## src/rtl/multi_digit_editor_pkg.sv

```systemverilog
// multi_digit_editor_pkg
//   Shared constants for the multi-digit hex editor: button bit positions,
//   the decoded command type, special segment patterns and the active-low
//   hex-to-7-segment glyph map.
package multi_digit_editor_pkg;

  localparam int BTN_CLEAR = 0;
  localparam int BTN_UP    = 1;
  localparam int BTN_RIGHT = 2;
  localparam int BTN_LEFT  = 3;
  localparam int BTN_DOWN  = 4;
  localparam int NUM_BTN   = 5;

  localparam logic [6:0] SEG_ZERO  = 7'b1000000;
  localparam logic [6:0] SEG_BLANK = 7'h7F;

  typedef enum logic [2:0] {
    CMD_NONE,
    CMD_CLEAR,
    CMD_UP,
    CMD_DOWN,
    CMD_RIGHT,
    CMD_LEFT
  } cmd_t;

  // Active-low glyph, bit order {g,f,e,d,c,b,a}.
  function automatic logic [6:0] hex_to_seg(input logic [3:0] d);
    logic [6:0] s;
    case (d)
      4'h0: s = 7'b1000000;
      4'h1: s = 7'b1111001;
      4'h2: s = 7'b0100100;
      4'h3: s = 7'b0110000;
      4'h4: s = 7'b0011001;
      4'h5: s = 7'b0010010;
      4'h6: s = 7'b0000010;
      4'h7: s = 7'b1111000;
      4'h8: s = 7'b0000000;
      4'h9: s = 7'b0010000;
      4'hA: s = 7'b0001000;
      4'hB: s = 7'b0000011;
      4'hC: s = 7'b1000110;
      4'hD: s = 7'b0100001;
      4'hE: s = 7'b0000110;
      default: s = 7'b0001110;
    endcase
    return s;
  endfunction

endpackage

```

## src/rtl/multi_digit_editor_button_conditioner.sv

```systemverilog
// button_conditioner
//   One push-button channel: 2-FF synchroniser, debounce, rising-edge press
//   pulse and, when REPEAT_EN is set, auto-repeat while the button is held.
// Ports
//   clk    in  system clock
//   reset  in  asynchronous active-low reset
//   raw    in  unsynchronised button level
//   pulse  out one-cycle command pulse (press or auto-repeat)
module button_conditioner #(
  parameter int DEBOUNCE_CYCLES = 1000000,
  parameter int REPEAT_EN       = 0,
  parameter int REPEAT_DELAY    = 50000000,
  parameter int REPEAT_RATE     = 10000000
) (
  input  logic clk,
  input  logic reset,
  input  logic raw,
  output logic pulse
);

  localparam int DB_W = (DEBOUNCE_CYCLES > 1) ? $clog2(DEBOUNCE_CYCLES) : 1;

  logic            s_meta;
  logic            s_sync;
  logic            stable;
  logic            stable_d;
  logic [DB_W-1:0] db_cnt;
  logic            press;
  logic            rep_hit;

  always_ff @(posedge clk or negedge reset) begin
    if (!reset) begin
      s_meta <= 1'b0;
      s_sync <= 1'b0;
    end else begin
      s_meta <= raw;
      s_sync <= s_meta;
    end
  end

  // The raw level has to disagree with the accepted level for
  // DEBOUNCE_CYCLES consecutive cycles before it is taken.
  always_ff @(posedge clk or negedge reset) begin
    if (!reset) begin
      stable <= 1'b0;
      db_cnt <= '0;
    end else if (s_sync == stable) begin
      db_cnt <= '0;
    end else if (db_cnt == DB_W'(DEBOUNCE_CYCLES - 1)) begin
      stable <= s_sync;
      db_cnt <= '0;
    end else begin
      db_cnt <= db_cnt + 1'b1;
    end
  end

  always_ff @(posedge clk or negedge reset) begin
    if (!reset) stable_d <= 1'b0;
    else        stable_d <= stable;
  end

  assign press = stable & ~stable_d;

  if (REPEAT_EN != 0) begin : g_repeat
    localparam int RP_MAX = (REPEAT_DELAY > REPEAT_RATE) ? REPEAT_DELAY : REPEAT_RATE;
    localparam int RP_W   = $clog2(RP_MAX + 1);

    logic [RP_W-1:0] rep_cnt;
    logic            rep_armed;

    // rep_cnt equals the number of cycles since the level was accepted (or
    // since the last repeat); the first repeat waits REPEAT_DELAY, later
    // ones REPEAT_RATE.
    assign rep_hit = stable &&
                     (rep_armed ? (rep_cnt == RP_W'(REPEAT_RATE))
                                : (rep_cnt == RP_W'(REPEAT_DELAY)));

    always_ff @(posedge clk or negedge reset) begin
      if (!reset) begin
        rep_cnt   <= '0;
        rep_armed <= 1'b0;
      end else if (!stable) begin
        rep_cnt   <= '0;
        rep_armed <= 1'b0;
      end else if (rep_hit) begin
        rep_cnt   <= RP_W'(1);
        rep_armed <= 1'b1;
      end else begin
        rep_cnt <= rep_cnt + 1'b1;
      end
    end
  end else begin : g_no_repeat
    assign rep_hit = 1'b0;
  end

  assign pulse = press | rep_hit;

endmodule

```

## src/rtl/multi_digit_editor.sv

```systemverilog
// multi_digit_editor
//   Edits an N-digit hex value with five push-buttons and shows it on a
//   multiplexed common-anode 7-segment display. The selected digit carries
//   the decimal point and optionally blinks. The edited value is exported.
// Ports
//   clk        in  system clock
//   reset      in  asynchronous active-low reset
//   buttons    in  raw buttons {down, select-1, select+1, up, clear}
//   segments   out active-low segments {g..a}
//   dot_point  out active-low decimal point
//   anodes     out active-low one-cold digit enable
//   value      out edited value, digit i at [4i+3:4i]
//   sel        out selected digit index
module multi_digit_editor
  import multi_digit_editor_pkg::*;
#(
  parameter int NUM_DIGITS      = 8,
  parameter int DEBOUNCE_CYCLES = 1000000,
  parameter int SCAN_CYCLES     = 8192,
  parameter int REPEAT_DELAY    = 50000000,
  parameter int REPEAT_RATE     = 10000000,
  parameter int BLINK_CYCLES    = 25000000,
  parameter int WRAP_SELECT     = 0
) (
  input  logic                          clk,
  input  logic                          reset,
  input  logic [4:0]                    buttons,
  output logic [6:0]                    segments,
  output logic                          dot_point,
  output logic [NUM_DIGITS-1:0]         anodes,
  output logic [4*NUM_DIGITS-1:0]       value,
  output logic [$clog2(NUM_DIGITS)-1:0] sel
);

  localparam int SEL_W = $clog2(NUM_DIGITS);
  localparam int VAL_W = 4 * NUM_DIGITS;
  localparam int SC_W  = (SCAN_CYCLES > 1) ? $clog2(SCAN_CYCLES) : 1;

  logic [NUM_BTN-1:0] pulse;
  cmd_t               cmd;
  logic [VAL_W-1:0]   value_q;
  logic [SEL_W-1:0]   sel_q;
  logic [3:0]         cur_digit;
  logic [SC_W-1:0]    presc;
  logic [SEL_W-1:0]   idx;
  logic [3:0]         scan_digit;
  logic               blink_off;
  logic [6:0]         seg_q;
  logic               dp_q;
  logic [NUM_DIGITS-1:0] anodes_q;

  for (genvar i = 0; i < NUM_BTN; i++) begin : g_btn
    button_conditioner #(
      .DEBOUNCE_CYCLES(DEBOUNCE_CYCLES),
      .REPEAT_EN      ((i == BTN_UP || i == BTN_DOWN) ? 1 : 0),
      .REPEAT_DELAY   (REPEAT_DELAY),
      .REPEAT_RATE    (REPEAT_RATE)
    ) u_cond (
      .clk  (clk),
      .reset(reset),
      .raw  (buttons[i]),
      .pulse(pulse[i])
    );
  end

  // Clear beats everything; otherwise only a lone pulse is acted on.
  always_comb begin
    cmd = CMD_NONE;
    if (pulse[BTN_CLEAR]) begin
      cmd = CMD_CLEAR;
    end else begin
      case ({pulse[BTN_DOWN], pulse[BTN_LEFT], pulse[BTN_RIGHT], pulse[BTN_UP]})
        4'b0001: cmd = CMD_UP;
        4'b0010: cmd = CMD_RIGHT;
        4'b0100: cmd = CMD_LEFT;
        4'b1000: cmd = CMD_DOWN;
        default: cmd = CMD_NONE;
      endcase
    end
  end

  assign cur_digit = value_q[{sel_q, 2'b00} +: 4];

  always_ff @(posedge clk or negedge reset) begin
    if (!reset) begin
      value_q <= '0;
      sel_q   <= '0;
    end else begin
      case (cmd)
        CMD_CLEAR: begin
          value_q <= '0;
          sel_q   <= '0;
        end
        CMD_UP:   value_q[{sel_q, 2'b00} +: 4] <= cur_digit + 4'd1;
        CMD_DOWN: value_q[{sel_q, 2'b00} +: 4] <= cur_digit - 4'd1;
        CMD_RIGHT: begin
          if (sel_q == SEL_W'(NUM_DIGITS - 1))
            sel_q <= (WRAP_SELECT != 0) ? '0 : sel_q;
          else
            sel_q <= sel_q + 1'b1;
        end
        CMD_LEFT: begin
          if (sel_q == '0)
            sel_q <= (WRAP_SELECT != 0) ? SEL_W'(NUM_DIGITS - 1) : sel_q;
          else
            sel_q <= sel_q - 1'b1;
        end
        default: ;
      endcase
    end
  end

  always_ff @(posedge clk or negedge reset) begin
    if (!reset) begin
      presc <= '0;
      idx   <= '0;
    end else if (presc == SC_W'(SCAN_CYCLES - 1)) begin
      presc <= '0;
      idx   <= (idx == SEL_W'(NUM_DIGITS - 1)) ? '0 : idx + 1'b1;
    end else begin
      presc <= presc + 1'b1;
    end
  end

  if (BLINK_CYCLES > 0) begin : g_blink
    localparam int BL_W = (BLINK_CYCLES > 1) ? $clog2(BLINK_CYCLES) : 1;

    logic [BL_W-1:0] blink_cnt;
    logic            blink_off_q;

    always_ff @(posedge clk or negedge reset) begin
      if (!reset) begin
        blink_cnt   <= '0;
        blink_off_q <= 1'b0;
      end else if (blink_cnt == BL_W'(BLINK_CYCLES - 1)) begin
        blink_cnt   <= '0;
        blink_off_q <= ~blink_off_q;
      end else begin
        blink_cnt <= blink_cnt + 1'b1;
      end
    end

    assign blink_off = blink_off_q;
  end else begin : g_no_blink
    assign blink_off = 1'b0;
  end

  assign scan_digit = value_q[{idx, 2'b00} +: 4];

  // Pins are registered so anodes, segments and point always change together.
  // A clear shows "0" immediately, matching the store one cycle later.
  always_ff @(posedge clk or negedge reset) begin
    if (!reset) begin
      anodes_q <= ~NUM_DIGITS'(1);
      seg_q    <= SEG_ZERO;
      dp_q     <= 1'b1;
    end else begin
      anodes_q <= ~(NUM_DIGITS'(1) << idx);
      dp_q     <= (idx != sel_q);
      if (cmd == CMD_CLEAR)
        seg_q <= SEG_ZERO;
      else if (blink_off && (idx == sel_q))
        seg_q <= SEG_BLANK;
      else
        seg_q <= hex_to_seg(scan_digit);
    end
  end

  assign anodes    = anodes_q;
  assign segments  = seg_q;
  assign dot_point = dp_q;
  assign value     = value_q;
  assign sel       = sel_q;

endmodule

```

## config.mk

```make
export PLATFORM = sky130hd
export DESIGN_NAME = multi_digit_editor
export DESIGN_NICKNAME = d
export VERILOG_FILES = /design/src/rtl/multi_digit_editor_pkg.sv /design/src/rtl/multi_digit_editor_button_conditioner.sv /design/src/rtl/multi_digit_editor.sv
export SDC_FILE = /design/constraint.sdc
export NUM_CORES = 1
export LEC_CHECK = 0
export BUFFER_PORTS_ARGS = -buffer_cell sky130_fd_sc_hd__buf_4
export CAP_MARGIN = 10
export CELL_PAD_IN_SITES_DETAIL_PLACEMENT = 1
export CELL_PAD_IN_SITES_GLOBAL_PLACEMENT = 2
export CORE_UTILIZATION = 35
export DETAILED_ROUTE_END_ITERATION = 16
export GPL_ROUTABILITY_DRIVEN = 0
export GPL_TIMING_DRIVEN = 0
export PLACE_DENSITY = 0.75
export SLEW_MARGIN = 10
export SYNTH_ARGS = -nofsm -noshare
export SYNTH_HDL_FRONTEND = slang
export SYNTH_SLANG_ARGS = --single-unit
```

## constraint.sdc

```tcl
create_clock -name clk -period 4.2 [get_ports clk]
set_input_delay 0 -clock clk [delete_from_list [all_inputs] [get_ports clk]]
set_output_delay 0 -clock clk [all_outputs]
set_load 0.005 [all_outputs]
```

==> impl_metrics.py, run 1 <==
metrics = {
    "route": {
        "drcViolationCount": 0,
        "dr_total_vias": 10200,
        "drt_pass1_iterations": 5,
        "drt_wl_total_mm": 32.7,
        "number_of_vias_per_cell": 5.10,
        "antenna_left": 0,
        "drt-initial-drc-count": 470,
        "routed_wire_length_per_instance_um": 16.4,
    },
    "power": {
        "vdd_ir_drop_max_v": 0.000203,
        "power.density_mw_per_mm2": 361,
        "final_total_pwr_mw": 5.74,
        "cellLeakagePower_nw": 6.93,
    },
    "sta": {
        "worst_slew_margin_rel": 0.481,
        "fin_ws_ps": 492,
        "maxSlewViolCount": 0,
        "transition_at_the_pin_with_the_smallest_max_transition_slack_ps": 779,
        "count_of_endpoints_failing_hold_in_the_final_timing_report": 0,
        "grt_setup_unrepaired": "false",
        "post-route-min-period_ps": 3710,
        "setup_viol_count_final": 0,
        "layout_worst_path_cycle_share": 0.883,
        "fin_setup_tns_ps": 0,
        "worst_clock_skew_ps": 13.7,
        "tightest_hold_margin_ps": 110,
        "maxClockFrequency_mhz": 270,
    },
    "setup_path": {
        "timing_worst_setup_path_type": "register to register",
        "crit_path_start_kind": "register",
        "r2r_end": "sel[2]",
        "crit_arrival_ps": 4130,
        "crit_path_top_delay_cell": "or4_1",
        "worstPathRequired_ps": 4620,
        "setup.worst_path.end_class": "register",
        "cells_along_the_critical_path": "clkbuf_1 -> or4_1 -> a2111o_1 -> a21boi_4 -> xnor2_1 -> nor2_1 -> o21ai_0 -> fa_1 -> or4bb_1 -> a32o_1",
        "critical_path_peak_fanout": 7,
        "reg2reg_from": "g_btn[4].u_cond.g_repeat.rep_cnt[9]",
        "slowest_delay_ps": 530,
        "timing.reg2reg.setup_slack_ps": 490,
        "worst-r2r-cell-count": 10,
    },
    "die": {
        "coreArea_sq_mm": 0.0378,
        "ioPinCount": 58,
        "die_w_um": 198,
        "dieArea_sq_mm": 0.0393,
        "number_of_core_rows": 71,
        "start_util": 0.357,
        "dieHeight_um": 198,
    },
    "placed_design": {
        "dp_cells": 1926,
        "port_buffers": 57,
        "detailedPlacementHpwl_mm": 23.1,
        "dp_worst_setup_slack_ps": 189,
        "dpl_cell_area_sq_mm": 0.0146,
    },
    "synth": {
        "yosys.cell_count.top_type": "dfrtp_1",
        "avgSynthCellArea_sq_um": 9.94,
        "yosysWarnings": 0,
        "synthTopCellsByArea": "dfrtp_1 (48%), xor2_1 (7.3%), nor2_1 (6.9%), xnor2_1 (4.4%), nand3_1 (3.9%)",
        "synth_mux_area_frac": 0.0423,
        "synth_area_sq_mm": 0.0135,
        "postSynth.asyncResetShare": 1.00,
        "combinational_family_with_the_most_area_after_synthesis": "simple AND/OR/NAND/NOR gates",
        "synthesis.instances": 1355,
        "synth_enable_flop_cells": 0,
        "synth_adder_area_share": 0.0293,
        "yosysSeqAreaShare": 0.497,
        "synth-seq-cells": 267,
        "yosysUniqueCellTypes": 68,
        "synth-compound-area-share": 0.0701,
        "synth_xor_area_frac": 0.120,
        "syn-num-nets": 1393,
        "synth_simple_gate_area_frac": 0.217,
        "synth_common_cells": "dfrtp_1 (258), nor2_1 (246), xor2_1 (112)",
        "synth_top_area_share": 0.479,
        "yosys_most_used_dff": "dfrtp_1",
        "yosys.area.top_type": "dfrtp_1",
    },
    "status": {
        "outcome": "finished clean",
    },
    "clock_tree": {
        "h_tree_depth": 2,
        "clock_insertion_delay_worst_skew_ps": 540,
        "clock_sink_count": 267,
        "path_clk_slew_ps": 50,
        "tritoncts_clock_tree": "yes",
        "clock_tree.root_cell": "clkbuf_16",
        "clock_tree.buffer_depth": 3,
        "cts_buffers": 35,
    },
    "finish": {
        "fraction_of_layout_instances_using_a_drive_strength_above_1": 0.117,
        "nets": 1499,
        "final-instance-count-excl-fill": 1996,
        "final.fill_count": 4252,
        "finalCoreUtilization": 0.422,
        "final_design_area_no_fill_sq_mm": 0.0159,
        "antennaDiodeCount": 0,
        "layout-area-overhead-vs-synth_pct": 18.2,
    },
    "grt": {
        "overflow": 0,
        "grt.total_usage": 0.177,
        "grt_pass1_vias": 10700,
        "grt_max_degree": 82,
        "global_route_wire_length_before_repair_mm": 56.1,
        "antenna_found_initial": 0,
    },
    "min_path": {
        "timing.hold.worst_path_depth": 2,
        "worst_hold_path.endpoint": "g_btn[0].u_cond.s_meta",
        "hold_class": "primary input to register",
        "hold_start": "buttons[0]",
    },
    "flow_run": {
        "maxCapViolCount": 0,
    },
}
## state kept, by name, summed over array words and instances, names as in the netlist
register / count
g_btn.u_cond.g_repeat.rep_cnt: 52
g_btn.u_cond.s_meta: 5
g_btn.u_cond.stable: 5
g_btn.u_cond.g_repeat.rep_armed: 2
dot_point: 1
g_btn.u_cond.s_sync: 5
sel: 3
g_btn.u_cond.stable_d: 5
g_btn.u_cond.db_cnt: 100
g_blink.blink_cnt: 25
value: 32
idx: 3
anodes: 8
presc: 13
segments: 7
blink_off: 1
## repair_timing
item,4_1_cts,5_1_grt
endpoints found under the setup margin,0,8
resized for setup,0,2
buffers inserted,0,1
hold buffers,8,0
hold endpoints to repair,204,0
## critical path: cells and delay by family (launching register included)
kind	cells	cell delay, ps
and+or+nand+nor	3	1320
AOI/OAI and AO/OA	4	1110
adders and majority gates	1	490
DFF	1	350
buffers and inverters	1	190
xor gates and xnor gates	1	120
## layer usage
metal	vias up	wire, um	global-route usage
li1	4866	-	-
met5	-	0	0
met1	5120	16000	0.244
met4	0	764	0.0514
met2	138	14800	0.279
met3	60	1270	0.0376
## how the worst max path moves through the flow
stage | from | end | slack, ps
after global placement | sel[0] | value[30] | 170
after detailed placement | sel[0] | value[30] | 190
after CTS | sel[0] | value[30] | 190
after floorplan | g_btn[4].u_cond.g_repeat.rep_cnt[9] | sel[2] | 660
after global routing | g_btn[4].u_cond.g_repeat.rep_cnt[13] | sel[2] | 210
final | g_btn[4].u_cond.g_repeat.rep_cnt[9] | sel[2] | 490
## logic make-up (layout without fill, tap and decap cells)
kind of cell | count (synthesis) | after routing
simple gates | 617 | 617
mux | 36 | 36
xor+xnor | 181 | 181
flops | 267 | 267
fa+ha+maj | 31 | 31
compound gates | 139 | 139
buf+inv | 84 | 214
## report_power, final
group	leakage, nW	switching, mW	internal, mW
clock network	0.582	1.15	1.87
registers	3.64	0.0148	2.59
logic	2.71	0.0808	0.0345
## cell type report
type,count,area (sq um),area share
sequential,267,6690,0.420
tap,511,639,0.0402
multi-input combinational,1004,6450,0.405
clock buffer,51,1060,0.0664
buffer,42,176,0.0111
timing repair buffer,69,623,0.0391
clock inverter,10,125,0.00786
inverter,42,161,0.0101
## layout by cell type, fill, tap and decap left out, types with 7 or more instances in the layout
cell           Yosys  layout
o21ai_0           32      32
and2_1            12      12
dfstp_2            9       9
mux2_2             7       7
buf_4              0      57
xor2_1           112     112
a31oi_1            8       8
xnor2_1           67      67
o22ai_1            7       7
ha_1              30      30
nor4_1            13      13
clkbuf_1          34      39
nand2_1           95      95
mux2i_1           13      13
or3_1             12      12
clkbuf_8           0      10
dlygate4sd3_1      0       7
inv_1             39      39
nor2_1           246     246
nor4b_1            9       9
a21oi_1           39      39
mux4_2            16      16
nor3_1            19      19
dfrtp_1          258     258
nand4_1           31      31
nand3_1          104     104
and3_1            37      37
o21a_1            11      11
clkbuf_16          0      36
Note: power is estimated with default switching activity, not from simulation.
==> run 2: changes to the inputs <==
--- a/config.mk
+++ b/config.mk
@@ -5,6 +5,7 @@
 export SDC_FILE = /design/constraint.sdc
 export NUM_CORES = 1
 export LEC_CHECK = 0
+export ABC_AREA = 1
 export BUFFER_PORTS_ARGS = -buffer_cell sky130_fd_sc_hd__buf_4
 export CAP_MARGIN = 10
 export CELL_PAD_IN_SITES_DETAIL_PLACEMENT = 1
@@ -13,7 +14,7 @@
 export DETAILED_ROUTE_END_ITERATION = 16
 export GPL_ROUTABILITY_DRIVEN = 0
 export GPL_TIMING_DRIVEN = 0
-export PLACE_DENSITY = 0.75
+export PLACE_DENSITY = 0.8
 export SLEW_MARGIN = 10
 export SYNTH_ARGS = -nofsm -noshare
 export SYNTH_HDL_FRONTEND = slang
==> impl_metrics.py, run 2 <==
metrics = {
    "synth": {
        "yosysWarnings": 0,
        "yosysSeqAreaShare": 0.461,
        "avgSynthCellArea_sq_um": 7.75,
        "synth_enable_flop_cells": 0,
        "yosysUniqueCellTypes": 46,
        "synthesis.instances": 1873,
        "yosys.area.top_type": "dfrtp_1",
        "syn-num-nets": 1911,
        "yosys.cell_count.top_type": "nand2_1",
        "synth_top_area_share": 0.445,
        "postSynth.asyncResetShare": 1.00,
        "yosys_most_used_dff": "dfrtp_1",
        "synth-seq-cells": 267,
        "synth_common_cells": "nand2_1 (370), inv_1 (268), dfrtp_1 (258)",
        "synthTopCellsByArea": "dfrtp_1 (44%), nand2_1 (9.6%), inv_1 (6.9%), nor2_1 (5.9%), nand3_1 (4.8%)",
        "synth_area_sq_mm": 0.0145,
    },
    "sta": {
        "transition_at_the_pin_with_the_smallest_max_transition_slack_ps": 1230,
        "worst_clock_skew_ps": 14.0,
        "worst_slew_margin_rel": 0.174,
        "tightest_hold_margin_ps": 40.3,
        "count_of_endpoints_failing_hold_in_the_final_timing_report": 0,
        "fin_ws_ps": 1040,
        "setup_viol_count_final": 0,
        "post-route-min-period_ps": 3160,
        "maxSlewViolCount": 0,
        "layout_worst_path_cycle_share": 0.753,
        "grt_setup_unrepaired": "false",
        "fin_setup_tns_ps": 0,
        "maxClockFrequency_mhz": 316,
    },
    "grt": {
        "grt.total_usage": 0.202,
        "grt_max_degree": 99,
        "overflow": 0,
        "global_route_wire_length_before_repair_mm": 69.0,
        "grt_pass1_vias": 13400,
        "antenna_found_initial": 0,
    },
    "clock_tree": {
        "post-cts-setup-buffers": 0,
        "path_clk_slew_ps": 60,
        "clock_sink_count": 267,
        "post_cts_resized": 0,
        "clock_insertion_delay_worst_skew_ps": 540,
        "h_tree_depth": 2,
        "clock_tree.root_cell": "clkbuf_16",
        "cts_buffers": 34,
        "tritoncts_clock_tree": "yes",
        "clock_tree.buffer_depth": 3,
    },
    "min_path": {
        "hold_class": "primary input to asynchronous set/reset pin",
    },
    "finish": {
        "regArea_sq_mm": 0.00669,
        "regMostFlops": "g_btn.u_cond.db_cnt",
        "fraction_of_layout_instances_using_a_drive_strength_above_1": 0.0926,
        "antennaDiodeCount": 0,
        "number_of_flip_flops_in_the_largest_register": 100,
        "layout-area-overhead-vs-synth_pct": 15.8,
        "mostFrequentLayoutCell": "nand2_1",
        "nets": 2014,
        "final_cell_mix": "nand2_1 (370), inv_1 (268), dfrtp_1 (258)",
        "multi_input_comb_area_sq_mm": 0.00663,
        "final.fill_count": 5033,
    },
    "setup_path": {
        "r2r_end": "value[25]",
        "critical_path_peak_fanout": 9,
        "crit_arrival_ps": 3640,
        "slowest_delay_ps": 1000,
        "timing_worst_setup_path_type": "register to register",
        "crit_path_start_kind": "register",
        "number_of_buffer_and_inverter_stages_on_the_critical_path": 2,
        "worst-r2r-cell-count": 8,
        "reg2reg_from": "sel[1]",
        "timing.reg2reg.setup_slack_ps": 1040,
        "setup.worst_path.end_class": "register",
        "worstPathRequired_ps": 4680,
        "crit_path_top_delay_cell": "nor3_1",
        "critical_path.top_delay_family": "simple AND/OR/NAND/NOR gates",
        "cells_along_the_critical_path": "inv_1 -> ha_1 -> ha_1 -> nor3_1 -> inv_1 -> nand2_1 -> nand3_1 -> nand3_2",
    },
    "route": {
        "drt_wl_total_mm": 40.3,
        "drcViolationCount": 0,
        "routed_wire_length_per_instance_um": 16.0,
        "dr_total_vias": 12700,
        "drt-initial-drc-count": 574,
        "antenna_left": 0,
        "number_of_vias_per_cell": 5.02,
        "drt_pass1_iterations": 5,
    },
    "placed_design": {
        "detailedPlacementHpwl_mm": 29.6,
        "dp_worst_setup_slack_ps": 1130,
        "port_buffers": 57,
    },
    "power": {
        "power.density_mw_per_mm2": 332,
        "sw_frac_of_total": 0.223,
        "internal_power_mw": 4.34,
        "share_comb_of_total_power": 0.021,
        "power_frac_seq": 0.466,
        "pwr-share-clk": 0.513,
        "vdd_ir_drop_max_v": 0.000189,
        "total_switching_power_mw": 1.24,
        "cellLeakagePower_nw": 7.58,
        "final_total_pwr_mw": 5.58,
    },
    "flow_run": {
        "maxCapViolCount": 0,
    },
    "die": {
        "start_util": 0.355,
        "number_of_core_rows": 74,
        "dieHeight_um": 206,
        "dieArea_sq_mm": 0.0423,
        "coreArea_sq_mm": 0.0409,
        "ioPinCount": 58,
        "die_w_um": 206,
    },
    "status": {
        "outcome": "finished clean",
    },
}
[run 2: cell count changes after synthesis, sizes merged, moves of 13 or more]
cell,change
nand2,+281
xor2,-74
nand4,+20
nand3,+46
mux2i,-13
xnor2,-45
clkbuf,-19
a21oi,+72
o21ai,+47
nor3,+74
o211ai,+18
and3,-35
mux4,-16
inv,+233
[run 2: cells by family after synthesis]
| kind of cell | count (synthesis) | share of synthesized area |
|---|---|---|
| fa+ha+maj | 31 | 0.0272 |
| flops | 267 | 0.461 |
| mux | 3 | 0.00233 |
| simple gates | 953 | 0.295 |
| xor+xnor | 62 | 0.0384 |
| compound gates | 247 | 0.0932 |
| buf+inv | 310 | 0.0828 |
[run 2: cell type report]
cell class,instances,share of cell area
clock buffer,50,0.0577
clock inverter,7,0.00573
timing repair buffer,67,0.0333
sequential,267,0.398
tap,532,0.0396
multi-input combinational,1296,0.394
buffer,32,0.00945
inverter,278,0.0621
[run 2: worst max path at each step]
stage | cells after the start | to | slack, ps | from
after floorplan | 20 | sel[2] | 1810 | g_btn[4].u_cond.g_repeat.rep_cnt[0]
after global placement | 1 | g_btn[0].u_cond.db_cnt[14] | 650 | reset
after detailed placement | 9 | value[30] | 1130 | sel[1]
after CTS | 9 | value[30] | 1090 | sel[1]
after global routing | 8 | value[25] | 810 | sel[1]
final | 8 | value[25] | 1040 | sel[1]
[run 2: timing repair]
item                                    CTS  global route
hold endpoints to repair                 78             0
endpoints found under the setup margin    0             0
hold buffers                              6             0
[run 2: per-layer routing]
metal  routed length (um)  global-route usage  up-vias
met1                19300               0.269     6177
li1                     -                   -     6308
met3                 1500              0.0382       54
met5                    0                   0        -
met2                18600               0.335      148
met4                  856              0.0534        0
[run 2: power by group through the flow]
stage	Sequential, mW	Clock [mW]	Combinational (mW)
floorplan	2.64	0	0.0376
CTS	2.60	2.97	0.122
finish	2.60	2.87	0.114
global placement	2.65	0	0.107
detailed placement	2.65	0	0.117
global route	2.60	3.06	0.137
[run 2: metrics by stage]
step	cells	utilization	instance area [sq um]
3_5_place_dp	2464	0.383	15700
2_1_floorplan	1873	-	14500
3_3_place_gp	2462	0.382	15600
5_1_grt	2529	0.411	16800
4_1_cts	2527	0.411	16800
6_report	2529	0.411	16800
